File: src/rtl/reg_access_sequencer_pkg.sv
// Shared definitions for the register-file access sequencer: state encoding,
// data-pattern select codes, register count and the write-data pattern generator.
package reg_access_sequencer_pkg;

    localparam int unsigned SEQ_ADDR_W = 5;
    localparam int unsigned SEQ_DATA_W = 32;
    localparam int unsigned REG_COUNT  = 32;

    typedef enum logic [1:0] {
        ST_IDLE = 2'd0,
        ST_INIT = 2'd1,
        ST_MWR  = 2'd2,
        ST_SCAN = 2'd3
    } state_e;

    localparam logic [1:0] SEL_ADDR     = 2'b00;
    localparam logic [1:0] SEL_REPEAT   = 2'b01;
    localparam logic [1:0] SEL_ONE_HOT  = 2'b10;
    localparam logic [1:0] SEL_ONE_COLD = 2'b11;

    // Write-data pattern derived from the target address.
    function automatic logic [SEQ_DATA_W-1:0] pattern(input logic [1:0]            sel,
                                                      input logic [SEQ_ADDR_W-1:0] a);
        logic [SEQ_DATA_W-1:0] one_hot;
        logic [SEQ_DATA_W-1:0] result;
        one_hot = SEQ_DATA_W'(1) << a;
        case (sel)
            SEL_ADDR:     result = SEQ_DATA_W'(a);
            SEL_REPEAT:   result = {4{3'b000, a}};
            SEL_ONE_HOT:  result = one_hot;
            SEL_ONE_COLD: result = ~one_hot;
            default:      result = '0;
        endcase
        return result;
    endfunction

endpackage

File: src/rtl/reg_access_sequencer_rise_detect.sv
// Registered rising-edge detector.
//   clk    in  clock, rising edge
//   rst_n  in  asynchronous active-low reset (clears history and pulse)
//   level  in  level input to watch
//   rise   out one-cycle pulse, registered, the cycle after a 0->1 was sampled
module rise_detect (
    input  logic clk,
    input  logic rst_n,
    input  logic level,
    output logic rise
);

    logic hist_q, hist_d;
    logic rise_q, rise_d;

    // History holds the previous sample; pulse when the new sample is high and history low.
    always_comb begin
        hist_d = level;
        rise_d = level & ~hist_q;
    end

    always_ff @(posedge clk or negedge rst_n) begin
        if (!rst_n) begin
            hist_q <= 1'b0;
            rise_q <= 1'b0;
        end else begin
            hist_q <= hist_d;
            rise_q <= rise_d;
        end
    end

    assign rise = rise_q;

endmodule

File: src/rtl/reg_access_sequencer.sv
// Address/data source for the 32x32 register file: init sweep of all registers,
// single manual write, and a timed read-address scan for the display stage.
//   Clk        in   clock, rising edge
//   Reset      in   asynchronous active-low reset
//   Start      in   level; rising edge starts (or restarts) the init sweep
//   Write_Req  in   level; rising edge requests one manual write
//   Scan_En    in   run the read scan while otherwise idle
//   Select     in   data pattern select
//   Addr       in   manual write address / idle read address
//   W_Addr     out  register file write address
//   W_Data     out  register file write data
//   Write_Reg  out  register file write enable
//   R_Addr_A   out  read port A address
//   R_Addr_B   out  read port B address (A+1 mod 32)
//   Busy       out  high while sweeping or doing a manual write
//   Done       out  one-cycle pulse after the last sweep write
module reg_access_sequencer
    import reg_access_sequencer_pkg::*;
#(
    parameter int unsigned ADDR_W   = SEQ_ADDR_W,
    parameter int unsigned DATA_W   = SEQ_DATA_W,
    parameter int unsigned SCAN_DIV = 4
) (
    input  logic              Clk,
    input  logic              Reset,
    input  logic              Start,
    input  logic              Write_Req,
    input  logic              Scan_En,
    input  logic [1:0]        Select,
    input  logic [ADDR_W-1:0] Addr,
    output logic [ADDR_W-1:0] W_Addr,
    output logic [DATA_W-1:0] W_Data,
    output logic              Write_Reg,
    output logic [ADDR_W-1:0] R_Addr_A,
    output logic [ADDR_W-1:0] R_Addr_B,
    output logic              Busy,
    output logic              Done
);

    localparam int unsigned       DIV_W     = (SCAN_DIV > 1) ? $clog2(SCAN_DIV) : 1;
    localparam logic [DIV_W-1:0]  DIV_LAST  = DIV_W'(SCAN_DIV - 1);
    localparam logic [ADDR_W-1:0] LAST_ADDR = ADDR_W'(REG_COUNT - 1);
    localparam logic [ADDR_W-1:0] ADDR_ONE  = ADDR_W'(1);
    localparam logic [ADDR_W-1:0] ADDR_TWO  = ADDR_W'(2);

    logic start_rise;
    logic wreq_rise;

    state_e            state_q,     state_d;
    logic [ADDR_W-1:0] w_addr_q,    w_addr_d;
    logic [DATA_W-1:0] w_data_q,    w_data_d;
    logic              write_reg_q, write_reg_d;
    logic [ADDR_W-1:0] r_addr_a_q,  r_addr_a_d;
    logic [ADDR_W-1:0] r_addr_b_q,  r_addr_b_d;
    logic              busy_q,      busy_d;
    logic              done_q,      done_d;
    logic [DIV_W-1:0]  div_q,       div_d;

    rise_detect u_start_rise (
        .clk   (Clk),
        .rst_n (Reset),
        .level (Start),
        .rise  (start_rise)
    );

    rise_detect u_wreq_rise (
        .clk   (Clk),
        .rst_n (Reset),
        .level (Write_Req),
        .rise  (wreq_rise)
    );

    // Next state and next registered outputs; every output is a flop loaded here.
    always_comb begin
        state_d     = state_q;
        w_addr_d    = w_addr_q;
        w_data_d    = w_data_q;
        write_reg_d = 1'b0;
        r_addr_a_d  = r_addr_a_q;
        r_addr_b_d  = r_addr_b_q;
        done_d      = 1'b0;
        div_d       = div_q;

        case (state_q)
            ST_IDLE: begin
                r_addr_a_d = Addr;
                r_addr_b_d = Addr + ADDR_ONE;
                div_d      = '0;
                if (start_rise) begin
                    state_d     = ST_INIT;
                    write_reg_d = 1'b1;
                    w_addr_d    = '0;
                    w_data_d    = DATA_W'(pattern(Select, SEQ_ADDR_W'(0)));
                end else if (wreq_rise) begin
                    state_d     = ST_MWR;
                    write_reg_d = 1'b1;
                    w_addr_d    = Addr;
                    w_data_d    = DATA_W'(pattern(Select, SEQ_ADDR_W'(Addr)));
                end else if (Scan_En) begin
                    state_d = ST_SCAN;
                end
            end

            // W_Addr doubles as the sweep counter; a new Start edge rewinds it.
            ST_INIT: begin
                if (start_rise) begin
                    write_reg_d = 1'b1;
                    w_addr_d    = '0;
                    w_data_d    = DATA_W'(pattern(Select, SEQ_ADDR_W'(0)));
                end else if (w_addr_q == LAST_ADDR) begin
                    state_d = ST_IDLE;
                    done_d  = 1'b1;
                end else begin
                    write_reg_d = 1'b1;
                    w_addr_d    = w_addr_q + ADDR_ONE;
                    w_data_d    = DATA_W'(pattern(Select, SEQ_ADDR_W'(w_addr_q + ADDR_ONE)));
                end
            end

            ST_MWR: begin
                state_d = ST_IDLE;
            end

            // Addresses hold on exit; IDLE reloads them from Addr on its first cycle.
            ST_SCAN: begin
                if (start_rise) begin
                    state_d     = ST_INIT;
                    write_reg_d = 1'b1;
                    w_addr_d    = '0;
                    w_data_d    = DATA_W'(pattern(Select, SEQ_ADDR_W'(0)));
                end else if (wreq_rise) begin
                    state_d     = ST_MWR;
                    write_reg_d = 1'b1;
                    w_addr_d    = Addr;
                    w_data_d    = DATA_W'(pattern(Select, SEQ_ADDR_W'(Addr)));
                end else if (!Scan_En) begin
                    state_d = ST_IDLE;
                end else if (div_q == DIV_LAST) begin
                    div_d      = '0;
                    r_addr_a_d = r_addr_a_q + ADDR_ONE;
                    r_addr_b_d = r_addr_a_q + ADDR_TWO;
                end else begin
                    div_d = div_q + DIV_W'(1);
                end
            end

            default: begin
                state_d = ST_IDLE;
            end
        endcase

        busy_d = (state_d == ST_INIT) || (state_d == ST_MWR);
    end

    always_ff @(posedge Clk or negedge Reset) begin
        if (!Reset) begin
            state_q     <= ST_IDLE;
            w_addr_q    <= '0;
            w_data_q    <= '0;
            write_reg_q <= 1'b0;
            r_addr_a_q  <= '0;
            r_addr_b_q  <= '0;
            busy_q      <= 1'b0;
            done_q      <= 1'b0;
            div_q       <= '0;
        end else begin
            state_q     <= state_d;
            w_addr_q    <= w_addr_d;
            w_data_q    <= w_data_d;
            write_reg_q <= write_reg_d;
            r_addr_a_q  <= r_addr_a_d;
            r_addr_b_q  <= r_addr_b_d;
            busy_q      <= busy_d;
            done_q      <= done_d;
            div_q       <= div_d;
        end
    end

    assign W_Addr    = w_addr_q;
    assign W_Data    = w_data_q;
    assign Write_Reg = write_reg_q;
    assign R_Addr_A  = r_addr_a_q;
    assign R_Addr_B  = r_addr_b_q;
    assign Busy      = busy_q;
    assign Done      = done_q;

endmodule

File: config.mk
export PLATFORM = sky130hd
export DESIGN_NAME = reg_access_sequencer
export DESIGN_NICKNAME = d
export VERILOG_FILES = /design/src/rtl/reg_access_sequencer_pkg.sv /design/src/rtl/reg_access_sequencer_rise_detect.sv /design/src/rtl/reg_access_sequencer.sv
export SDC_FILE = /design/constraint.sdc
export NUM_CORES = 1
export LEC_CHECK = 0
export CORE_MARGIN = 5
export CORE_UTILIZATION = 40
export CTS_CLUSTER_DIAMETER = 200
export DETAILED_ROUTE_END_ITERATION = 10
export PLACE_DENSITY_LB_ADDON = 0.25
export SYNTH_ARGS = -nofsm -noshare
export SYNTH_HDL_FRONTEND = slang
export SYNTH_SLANG_ARGS = --single-unit
File: constraint.sdc
create_clock -name Clk -period 3.1 [get_ports Clk]
set_input_delay 0.775 -clock Clk [delete_from_list [all_inputs] [get_ports Clk]]
set_output_delay 0.775 -clock Clk [all_outputs]
set_load 0.05 [all_outputs]
-- Word level (Yosys, flattened, before mapping)
Index checks and enable logic that the tools add are counted.
- bits in registers: 58
- logic and storage cells: 97
- bitwise logic cells: 6
- multiplexer cells: 45
- eq/ne operators: 16
- shifts and indexed selects: 2
- reduce and logical (&&, ||, !) cells: 10
- add/subtract/negate cells: 5
- operators with widths (cell ; number):
    case mux 32 bit (4 select lines) ; 2
    2-to-1 mux 32 bit ; 4
    case mux 32 bit (3 select lines) ; 1
    inverter 32 bit ; 2
    case mux 32 bit (2 select lines) ; 1
    << shifter 1 x 5 -> 32 bit (first input constant) ; 2
    2-to-1 mux 5 bit ; 12
    case mux 5 bit (2 select lines) ; 3
    2-to-1 mux 2 bit ; 12
    adder 5 x 1 -> 5 bit (second input constant) ; 3
    == test 2 bit (second input constant) ; 6
    != test 2 bit (second input constant) ; 4
    case mux 2 bit (4 select lines) ; 1
    2-to-1 mux 1 bit ; 7
    == test 2 x 1 -> 1 bit (second input constant) ; 3
    adder 5 x 2 -> 5 bit (second input constant) ; 1
    == test 5 bit (second input constant) ; 1
    AND reduction 5 bit ; 1
    zero test 2 bit ; 2
    case mux 2 bit (2 select lines) ; 1
    AND reduction 4 bit ; 1
    nonzero test 2 bit ; 2
    OR reduction 2 bit ; 2
    != test 3 x 1 -> 1 bit (second input constant) ; 1
    other kinds (7) ; 9

-- Longest topological paths before layout
Gate-level depths: netlist of the first run.
- depth in word-level cells: 7
- depth in mapped cells: 9

-- Modules after synthesis
A second synthesis of the first run with hierarchy kept.
- cells, all modules: 604
- area, all modules: 4966.0 um2
- by module, submodules not included (module ; cells an instance ; area an instance (um2) ; seq. area each (um2) ; instances):
    reg_access_sequencer ; 598 ; 4838.4 ; 1351.3 ; 1
    rise_detect ; 3 ; 63.8 ; 50.0 ; 2

-- Least setup slack after synthesis of the first run
OpenSTA, ideal clock, no wires.
- kind: reg2reg
- start: register w_addr_q[0], in the netlist W_Addr[0]
- end: register w_data_q[17], in the netlist W_Data[17]
- period minus slack after synthesis: 2.232 ns
- path buffers: 2
- slack: 0.868 ns
- cell stages (with the launch flop): 10
- required time: 3.027 ns
- data arrival time: 2.158 ns
- setup time: 0.073 ns
- cells stage by stage: dfrtp_1 buf_2 inv_1 ha_1 buf_1 nand2_1 nor2_1 a21oi_1 mux2_4 a21oi_2
- word-level cells in the longest chain between the ends: 7
- elaborated cells between the ends (all ways): 10
- classes of those cells: add/sub (1); eq/ne (2); shift (1); mux (4); bitwise (1); reduce/logical (1)
- RTL lines (element ; line ; source):
    from (decl) ; reg_access_sequencer.sv:50 ; logic [ADDR_W-1:0] w_addr_q, w_addr_d;
    from (signal assigned) ; reg_access_sequencer.sv:168 ; w_addr_q <= w_addr_d;
    adder 5 x 1 -> 5 bit ; reg_access_sequencer.sv:116 ; w_data_d = DATA_W'(pattern(Select, SEQ_ADDR_W'(w_addr_q + ADDR_ONE)));
    << shifter 1 x 5 -> 32 bit ; reg_access_sequencer_pkg.sv:26 ; one_hot = SEQ_DATA_W'(1) << a;
    inverter 32 bit ; reg_access_sequencer_pkg.sv:31 ; SEL_ONE_COLD: result = ~one_hot;
    case mux 32 bit (4 select lines) ; reg_access_sequencer_pkg.sv:27 ; case (sel)
    2-to-1 mux 32 bit ; reg_access_sequencer.sv:110 ; end else if (w_addr_q == LAST_ADDR) begin
    2-to-1 mux 32 bit ; reg_access_sequencer.sv:106 ; if (start_rise) begin
    case mux 32 bit (2 select lines) ; reg_access_sequencer.sv:84 ; case (state_q)
    to (signal assigned) ; reg_access_sequencer.sv:169 ; w_data_q <= w_data_d;
    to (decl) ; reg_access_sequencer.sv:51 ; logic [DATA_W-1:0] w_data_q, w_data_d;
Parallel ways exist; a longest one is shown, timed or not. The select of a mux whose other input is x is not followed.
A chain may end at the register's enable or synchronous reset.

-- Worst setup path in the final report of the first run
- start: register state_q[1]
- end: register w_data_q[19], in the netlist W_Data[19]
- word-level cells in the longest chain between the ends: 4
- elaborated cells between the ends (all ways): 9
- classes of those cells: eq/ne (4); mux (1); reduce/logical (4)
- RTL lines (element ; line ; source):
    from (decl) ; reg_access_sequencer.sv:49 ; state_e state_q, state_d;
    from (signal assigned) ; reg_access_sequencer.sv:167 ; state_q <= state_d;
    == test 2 bit or zero test 2 bit (tied branches) ; reg_access_sequencer.sv:84 ;
    OR reduction 2 bit (no source line) ; -- ;
    != test 3 x 1 -> 1 bit (no source line) or nonzero test 2 bit (tied branches) ; -- ;
    AND reduction 3 bit (no source line) ; -- ;
Parallel ways exist; a longest one is shown, timed or not.

==> impl_metrics.tcl, run 1 <==
set metrics [dict create \
    cts_max_level 3 \
    wire_per_inst_um 20.4 \
    drv_slew 0 \
    leakage_nw 2.49 \
    synth_edf_count 0 \
    cts_buffers 9 \
    crit_type "reg2reg" \
    p_sw_share_pct 53.1 \
    clkSlewWorstSetupHoldPaths_ns 0.06 \
    cts_tree "yes" \
    crit_start "state_q[1]" \
    grt_pass1_wl_mm 26.8 \
    core.rowCount 40 \
    p_comb_share_pct 66.1 \
    whs_ns 0.396 \
    dp.cells 813 \
    r2r_start "state_q[1]" \
    p_seq_share_pct 19.5 \
    cts_root_buffer "clkbuf_16" \
    fin_nets 688 \
    synthFlopType "dfrtp_1" \
    ios 62 \
    fmax_mhz 366 \
    fin_ws_ns 0.366 \
    rsz0062_at_grt "no" \
    antenna_found_initial 0 \
    wl_mm 16.9 \
    crit_required_ns 3.29 \
    async_flop_share_pct 100 \
    drt_iter0_markers 657 \
    die_y_um 121 \
    cts_resized 0 \
    core_area_um2 12100 \
    power.switching_mw 3.80 \
    crit_buf_inv 1 \
    syn_nets 633 \
    fin_cells 829 \
    irDropWorstVdd_mv 0.636 \
    port_buffers 61 \
    yosysWarnings 0 \
    postSynthCellCount 601 \
    hold_class "reg2reg" \
    synth-seq-cells 58 \
    synthDistinctLibCells 81 \
    hold_buffers 0 \
    area_growth_pct 23.1 \
    min-delay-start "u_start_rise.hist_q" \
    clkSinkCount 58 \
    via_per_inst 6.20 \
    skew_ns 0.00926 \
    fin_crit_ns 2.73 \
    drive_gt1_share_pct 12.6 \
    num_antenna_cells 0 \
    tightest_slew_ns 0.713 \
    first_pass_iters 8 \
    crit_chain "inv_1 -> ha_1 -> nor3_1 -> a211oi_4 -> nand2_4 -> nor2_1 -> a21oi_1" \
    cap_violations 0 \
    clk_path_buf_depth 2 \
    final_cell_area_um2 6110 \
    endpoint_kind "flip-flop" \
    cp_top_family "simple AND/OR/NAND/NOR gates" \
    worst-endpoint-arrival_ns 2.92 \
    clkLatencyLatePin_ns 0.34 \
    fin_util_pct 50.5 \
    finalCritPeriodShare_pct 88.2 \
    hold_viol_final 0 \
    place.gp.congestion 0.925 \
    synth_area_um2 4970 \
    p_total_mw 7.16 \
    slew_headroom_pct 52.4 \
    tns_ns 0 \
    dp_hpwl_mm 12.3 \
    place_area_um2 5810 \
    postCtsSetupRepairBufs 0 \
    setup_viol 0 \
    p_per_area_nw_per_um2 1170 \
    syn_area_per_cell_um2 8.26 \
    pre_cts_ws_ns 0.117 \
    cp_max_fo 17 \
    max_stage_delay_ns 0.61 \
    vias 5143 \
    die_area_um2 14700 \
    critPathSlowestCell "ha_1" \
    run_status "finished clean" \
    grt_pass1_vias 4902 \
    overflow 0 \
    die_x_um 121 \
    ys_seq_area_share_pct 29.2 \
    clkPwrFrac_pct 14.4 \
    antenna_left 0 \
    grt_usage_pct 23.1 \
    start_kind "flip-flop" \
    intPower_mw 3.36 \
    start_util_pct 41.0 \
    grt_max_degree 47 \
    drc_errors 0 \
]
-- layout by cell type, fill, tap and decap left out, types with 3 or more instances in the layout --
cell type	n
a31oi_1	8
xnor2_1	5
o211ai_1	19
ha_1	20
nand3_1	34
nor2b_1	15
mux2_2	4
clkdlybuf4s50_1	60
nand4_1	7
clkinv_2	3
and4b_1	3
o21a_1	4
a221oi_1	7
nor3b_1	5
buf_4	32
nand2_1	49
xor2_1	3
o22ai_1	20
buf_12	3
a311oi_1	6
nor4_1	3
a211o_1	5
and3_1	5
mux2i_1	18
nor4bb_1	4
nand2b_1	9
nor3_1	4
o221a_2	5
a211oi_1	13
nor2_1	39
or3_1	3
nand3b_1	9
clkbuf_16	9
a22o_1	7
a21o_1	4
o21ai_0	53
inv_1	13
dfrtp_1	58
and2_1	7
a21oi_1	34
-- routing by layer --
| layer | vias to the layer above | wire, um | GRT usage (%) | part of all wire (%) |
|---|---|---|---|---|
| met5 | - | 0 | 0 | 0 |
| met4 | 0 | 454 | 7.42 | 2.7 |
| met3 | 43 | 1230 | 4.66 | 7.3 |
| met2 | 258 | 7740 | 36.7 | 46 |
| met1 | 2479 | 7490 | 31.6 | 44 |
| li1 | 2363 | - | - | - |
-- final cells by class --
class	instances	area [um^2]
Fill cell	1213	6000
Clock buffer	11	253
Multi-Input combinational cell	477	3190
Clock inverter	5	52.6
Inverter	14	52.6
Tap cell	168	210
Sequential cell	58	1450
Timing Repair Buffer	96	906
-- registers in the layout, summed over array words and instances, names as in the netlist --
register,count
W_Data,32
R_Addr_A,5
R_Addr_B,5
W_Addr,5
div_q,2
state_q,2
Busy,1
Done,1
Write_Reg,1
u_start_rise.hist_q,1
u_start_rise.rise,1
u_wreq_rise.hist_q,1
u_wreq_rise.rise,1
-- power by group through the flow --
stage	logic, mW	registers [mW]	clock network [mW]
final	4.73	1.40	1.03
after global routing	5.02	1.44	1.09
after CTS	4.70	1.39	1.06
after detailed placement	4.68	1.40	0
after global placement	4.63	1.39	0
after floorplan	2.16	2.46	0
-- worst reg2reg max path, cell delays in order, from the launching register on --
cell	delay, ns
dfrtp_1	0.43
inv_1	0.12
ha_1	0.61
nor3_1	0.18
a211oi_4	0.37
nand2_4	0.22
nor2_1	0.47
a21oi_1	0.18
-- worst paths after layout --
path	endpoint	slack, ns	cells after the start
min in group asynchronous	W_Data[20]	0.47	1
worst max-delay path	W_Data[19]	0.37	7
worst min-delay path	u_start_rise.rise	0.40	1
worst max register to register	W_Data[19]	0.37	7
worst min register to register	u_start_rise.rise	0.40	1
max in group asynchronous	div_q[0]	2.01	2
-- cell usage after synthesis (9+ instances only) --
master | number | area [um^2]
a211oi_1 | 13 | 97.6
a21oi_1 | 34 | 170
buf_2 | 21 | 105
clkbuf_1 | 15 | 56.3
dfrtp_1 | 58 | 1450
ha_1 | 20 | 250
inv_1 | 13 | 48.8
mux2i_1 | 18 | 180
nand2_1 | 49 | 184
nand2b_1 | 9 | 56.3
nand3_1 | 34 | 170
nand3b_1 | 9 | 67.6
nor2_1 | 39 | 146
nor2b_1 | 15 | 93.8
o211ai_1 | 19 | 143
o21ai_0 | 53 | 265
o22ai_1 | 20 | 125
-- cell families (layout without fill, tap and decap cells) --
group,Yosys count,in the layout,synth area share (%)
AOI/OAI and AO/OA,214,214,29.4
and+or+nand+nor,211,211,22.9
buffers and inverters,66,126,6.60
DFF,58,58,29.2
muxes,23,23,4.84
adders and majority gates,20,20,5.04
xor gates and xnor gates,9,9,1.96
Power figures use the tool's default switching activity.
==> run 2: changes to the inputs <==
CORE_MARGIN = unset   (was 5)
GPL_TIMING_DRIVEN = 0   (was unset)
==> impl_metrics.tcl, run 2 (same netlist as run 1, synthesis figures left out) <==
set metrics [dict create \
    r2r_start "state_q[1]" \
    via_per_inst 6.29 \
    antenna_left 0 \
    clkSlewWorstSetupHoldPaths_ns 0.05 \
    overflow 0 \
    area_growth_pct 22.3 \
    cp_max_fo 10 \
    crit_type "in2reg" \
    port_buffers 59 \
    p_per_area_nw_per_um2 1190 \
    worst-endpoint-arrival_ns 3.20 \
    hold_viol_final 0 \
    min-delay-start "u_start_rise.hist_q" \
    first_pass_iters 6 \
    dp.cells 829 \
    grt_usage_pct 29.8 \
    cts_max_level 3 \
    endpoint_kind "flip-flop" \
    grt_pass1_wl_mm 28.8 \
    setup_viol 0 \
    largest_reg_flops 32 \
    fin_nets 704 \
    final_cell_mix "dfrtp_1, clkdlybuf4s50_1, o21ai_0, nand2_1, nor2_1" \
    tightest_slew_ns 0.652 \
    run_status "finished clean" \
    ios 62 \
    leakage_nw 2.47 \
    irDropWorstVdd_mv 0.566 \
    fin_crit_ns 2.93 \
    grt_pass1_vias 5102 \
    crit_required_ns 3.37 \
    grt_max_degree 33 \
    cap_violations 0 \
    crit_start "Addr[2]" \
    rsz0062_at_grt "no" \
    fin_util_pct 50.4 \
    dp_hpwl_mm 13.6 \
    core_area_um2 12100 \
    drive_gt1_share_pct 12.3 \
    pre_cts_ws_ns -0.359 \
    wl_mm 18.6 \
    place.gp.congestion 0.968 \
    drc_errors 0 \
    num_antenna_cells 0 \
    clk_path_buf_depth 2 \
    clkLatencyLatePin_ns 0.35 \
    finalCritPeriodShare_pct 94.4 \
    cts_resized 1 \
    cts_root_buffer "clkbuf_16" \
    tns_ns 0 \
    skew_ns 0.00646 \
    cts_tree "yes" \
    hold_class "reg2reg" \
    fin_cells 845 \
    slew_headroom_pct 56.5 \
    core.rowCount 40 \
    wire_per_inst_um 22.0 \
    start_util_pct 41.2 \
    p_total_mw 7.20 \
    start_kind "input port" \
    fin_ws_ns 0.173 \
    clkSinkCount 58 \
    die_x_um 113 \
    fmax_mhz 342 \
    die_y_um 113 \
    vias 5313 \
    cts_buffers 9 \
    drt_iter0_markers 552 \
    hold_buffers 0 \
    die_area_um2 12900 \
    antenna_found_initial 0 \
    drv_slew 0 \
    postCtsSetupRepairBufs 0 \
]
[run 2: layout make-up]
type,count,area (um^2)
timing repair buffer,60,606
clock inverter,6,42.5
tap,168,210
fill,1145,5990
multi-input combinational,477,3200
sequential,58,1450
clock buffer,10,239
buffer,52,277
inverter,14,52.6
[run 2: final timing paths]
| kind | to | slack, ns | cells past startpoint |
|---|---|---|---|
| min reg2reg | u_start_rise.rise | 0.40 | 1 |
| max in group asynchronous | R_Addr_B[4] | 2.03 | 2 |
| max reg2reg | W_Data[20] | 0.33 | 7 |
| min in group asynchronous | W_Data[27] | 0.45 | 1 |
| max | W_Data[11] | 0.17 | 10 |
| min | u_start_rise.rise | 0.40 | 1 |
[run 2: layer usage]
layer	track usage (%)	wire, um
met1	40.1	8130
met2	46.8	8540
met3	6.27	1480
met4	11.8	412
met5	0	0
[run 2: report_power, final]
part           leakage (nW)  switching, mW  internal (mW)
Combinational          1.62           3.28           1.60
Sequential            0.715          0.275           1.11
Clock                 0.134          0.380          0.560
[run 2: worst max-delay path, cell delays in order]
cell and delay, ns:
clkdlybuf4s50_1 0.53, clkbuf_2 0.24, buf_2 0.22, inv_1 0.15, ha_1 0.22, nor2b_2 0.24, o21ai_0 0.13, a221oi_2 0.42
mux2i_1 0.13, a21oi_1 0.14
[run 2: metrics by stage]
step | area [um^2] | hold WS, ns
CTS | 6070 | 0.407
global placement | 5770 | 0.382
finish | 6070 | 0.399
detailed placement | 5780 | 0.400
global route | 6070 | 0.418
floorplan | 4970 | 0.378
==> run 3: changes to the inputs <==
CTS_BUF_LIST = sky130_fd_sc_hd__clkbuf_8   (was unset)
CTS_CLUSTER_SIZE = 28   (was unset)
==> impl_metrics.tcl, run 3 (same netlist as run 1, synthesis figures left out) <==
set metrics [dict create \
    dr_wl_met3_mm 1.44 \
    crit_required_ns 3.39 \
    port_buffers 59 \
    fin_crit_ns 2.90 \
    hold_viol_final 0 \
    skew_ns 0.0120 \
    wl_mm 18.4 \
    die_x_um 113 \
    grt_max_degree 33 \
    cp_max_fo 10 \
    largest_reg_flops 32 \
    clk_path_buf_depth 2 \
    vias 5294 \
    tightest_slew_ns 0.660 \
    start_util_pct 41.2 \
    cts_max_level 3 \
    tns_ns 0 \
    drt_iter0_markers 509 \
    cts_root_buffer "clkbuf_8" \
    cts_tree "yes" \
    hold_path_depth 1 \
    drc_errors 0 \
    start_kind "input port" \
    worst-endpoint-arrival_ns 3.20 \
    leakage_nw 2.42 \
    num_antenna_cells 0 \
    place.gp.congestion 0.968 \
    antenna_left 0 \
    antenna_found_initial 0 \
    clkLatencyLatePin_ns 0.37 \
    core_area_um2 12100 \
    min-delay-start "u_start_rise.hist_q" \
    clkSlewWorstSetupHoldPaths_ns 0.07 \
    hold_end "u_start_rise.rise" \
    ios 62 \
    run_status "finished clean" \
    slew_headroom_pct 56.0 \
    wl_met1_mm 8.09 \
    p_total_mw 6.89 \
    grt_pass1_vias 5081 \
    wire_per_inst_um 21.8 \
    overflow 0 \
    reg2reg_depth 8 \
    dp_hpwl_mm 13.6 \
    core.rowCount 40 \
    via_per_inst 6.27 \
    place_area_um2 5780 \
    final_cell_mix "dfrtp_1, clkdlybuf4s50_1, o21ai_0, nand2_1, nor2_1" \
    setup_viol 0 \
    endpoint_kind "flip-flop" \
    finalCritPeriodShare_pct 93.6 \
    final_cell_area_um2 5970 \
    drv_slew 0 \
    grt_pass1_wl_mm 28.7 \
    cts_buffers 9 \
    rsz0062_at_grt "no" \
    drive_gt1_share_pct 12.3 \
    fin_util_pct 49.5 \
    irDropWorstVdd_mv 0.538 \
    route.met2.wl_mm 8.35 \
    grt_usage_pct 29.7 \
    fin_nets 704 \
    r2r_start "state_q[1]" \
    crit_type "in2reg" \
    r2r_slack_ns 0.32 \
    area_growth_pct 20.3 \
    die_y_um 113 \
    die_area_um2 12900 \
    cap_violations 0 \
    clkSinkCount 58 \
    rr_endpoint "W_Data[24]" \
    p_per_area_nw_per_um2 1150 \
    fmax_mhz 345 \
    hold_class "reg2reg" \
    dr.max_layer_used "met4" \
    postCtsSetupRepairBufs 0 \
    first_pass_iters 5 \
]
==> run 3: cell counts in the layout (fill, tap and decap cells not counted) <==
Identical to the previous run, type by type.
==> run 3: how the worst max path moves through the flow <==
stage                     slack, ns     endpoint      start  cells past startpoint
after floorplan                0.87   W_Data[17]  W_Addr[0]                      9
after global placement        -0.68  R_Addr_A[0]      Reset                      1
after detailed placement      -0.36   W_Data[11]    Addr[2]                     10
after CTS                      0.02   W_Data[11]    Addr[2]                      9
after global routing           0.11   W_Data[11]    Addr[2]                     10
final                          0.20   W_Data[11]    Addr[2]                     10
==> run 3: power breakdown <==
part	internal, mW	switching [mW]	total [mW]
Sequential	1.11	0.273	1.38
Combinational	1.60	3.26	4.86
Clock	0.310	0.342	0.652
==> run 3: through the flow <==
stage | worst slack (ns) | std cells | hold WS, ns
after floorplan | 0.868 | 601 | 0.378
after global placement | -0.678 | 828 | 0.382
after detailed placement | -0.359 | 829 | 0.400
after CTS | 0.0230 | 845 | 0.410
after global routing | 0.109 | 845 | 0.421
final | 0.198 | 845 | 0.401
==> run 3: cell type report <==
cell class | count | area [um^2]
Tap cell | 168 | 210
Clock inverter | 6 | 42.5
Buffer | 52 | 277
Timing Repair Buffer | 60 | 606
Clock buffer | 10 | 138
Inverter | 14 | 52.6
Fill cell | 1155 | 6090
Sequential cell | 58 | 1450
Multi-Input combinational cell | 477 | 3200
==> run 3: layer usage <==
metal | vias up | track usage [%]
li1 | 2395 | -
met1 | 2595 | 39.7
met2 | 269 | 47.1
met3 | 35 | 6.16
met4 | 0 | 11.3
met5 | - | 0
==> run 3: worst max-delay path, stage by stage <==
cell and delay, ns:
clkdlybuf4s50_1 0.53, clkbuf_2 0.23, buf_2 0.22, inv_1 0.15, ha_1 0.22, nor2b_2 0.24
o21ai_0 0.13, a221oi_2 0.41, mux2i_1 0.13, a21oi_1 0.14
==> run 3: what timing repair did <==
action,in CTS,in global routing
endpoints found under the setup margin,0,1
resized for setup,0,4
hold buffers,0,0
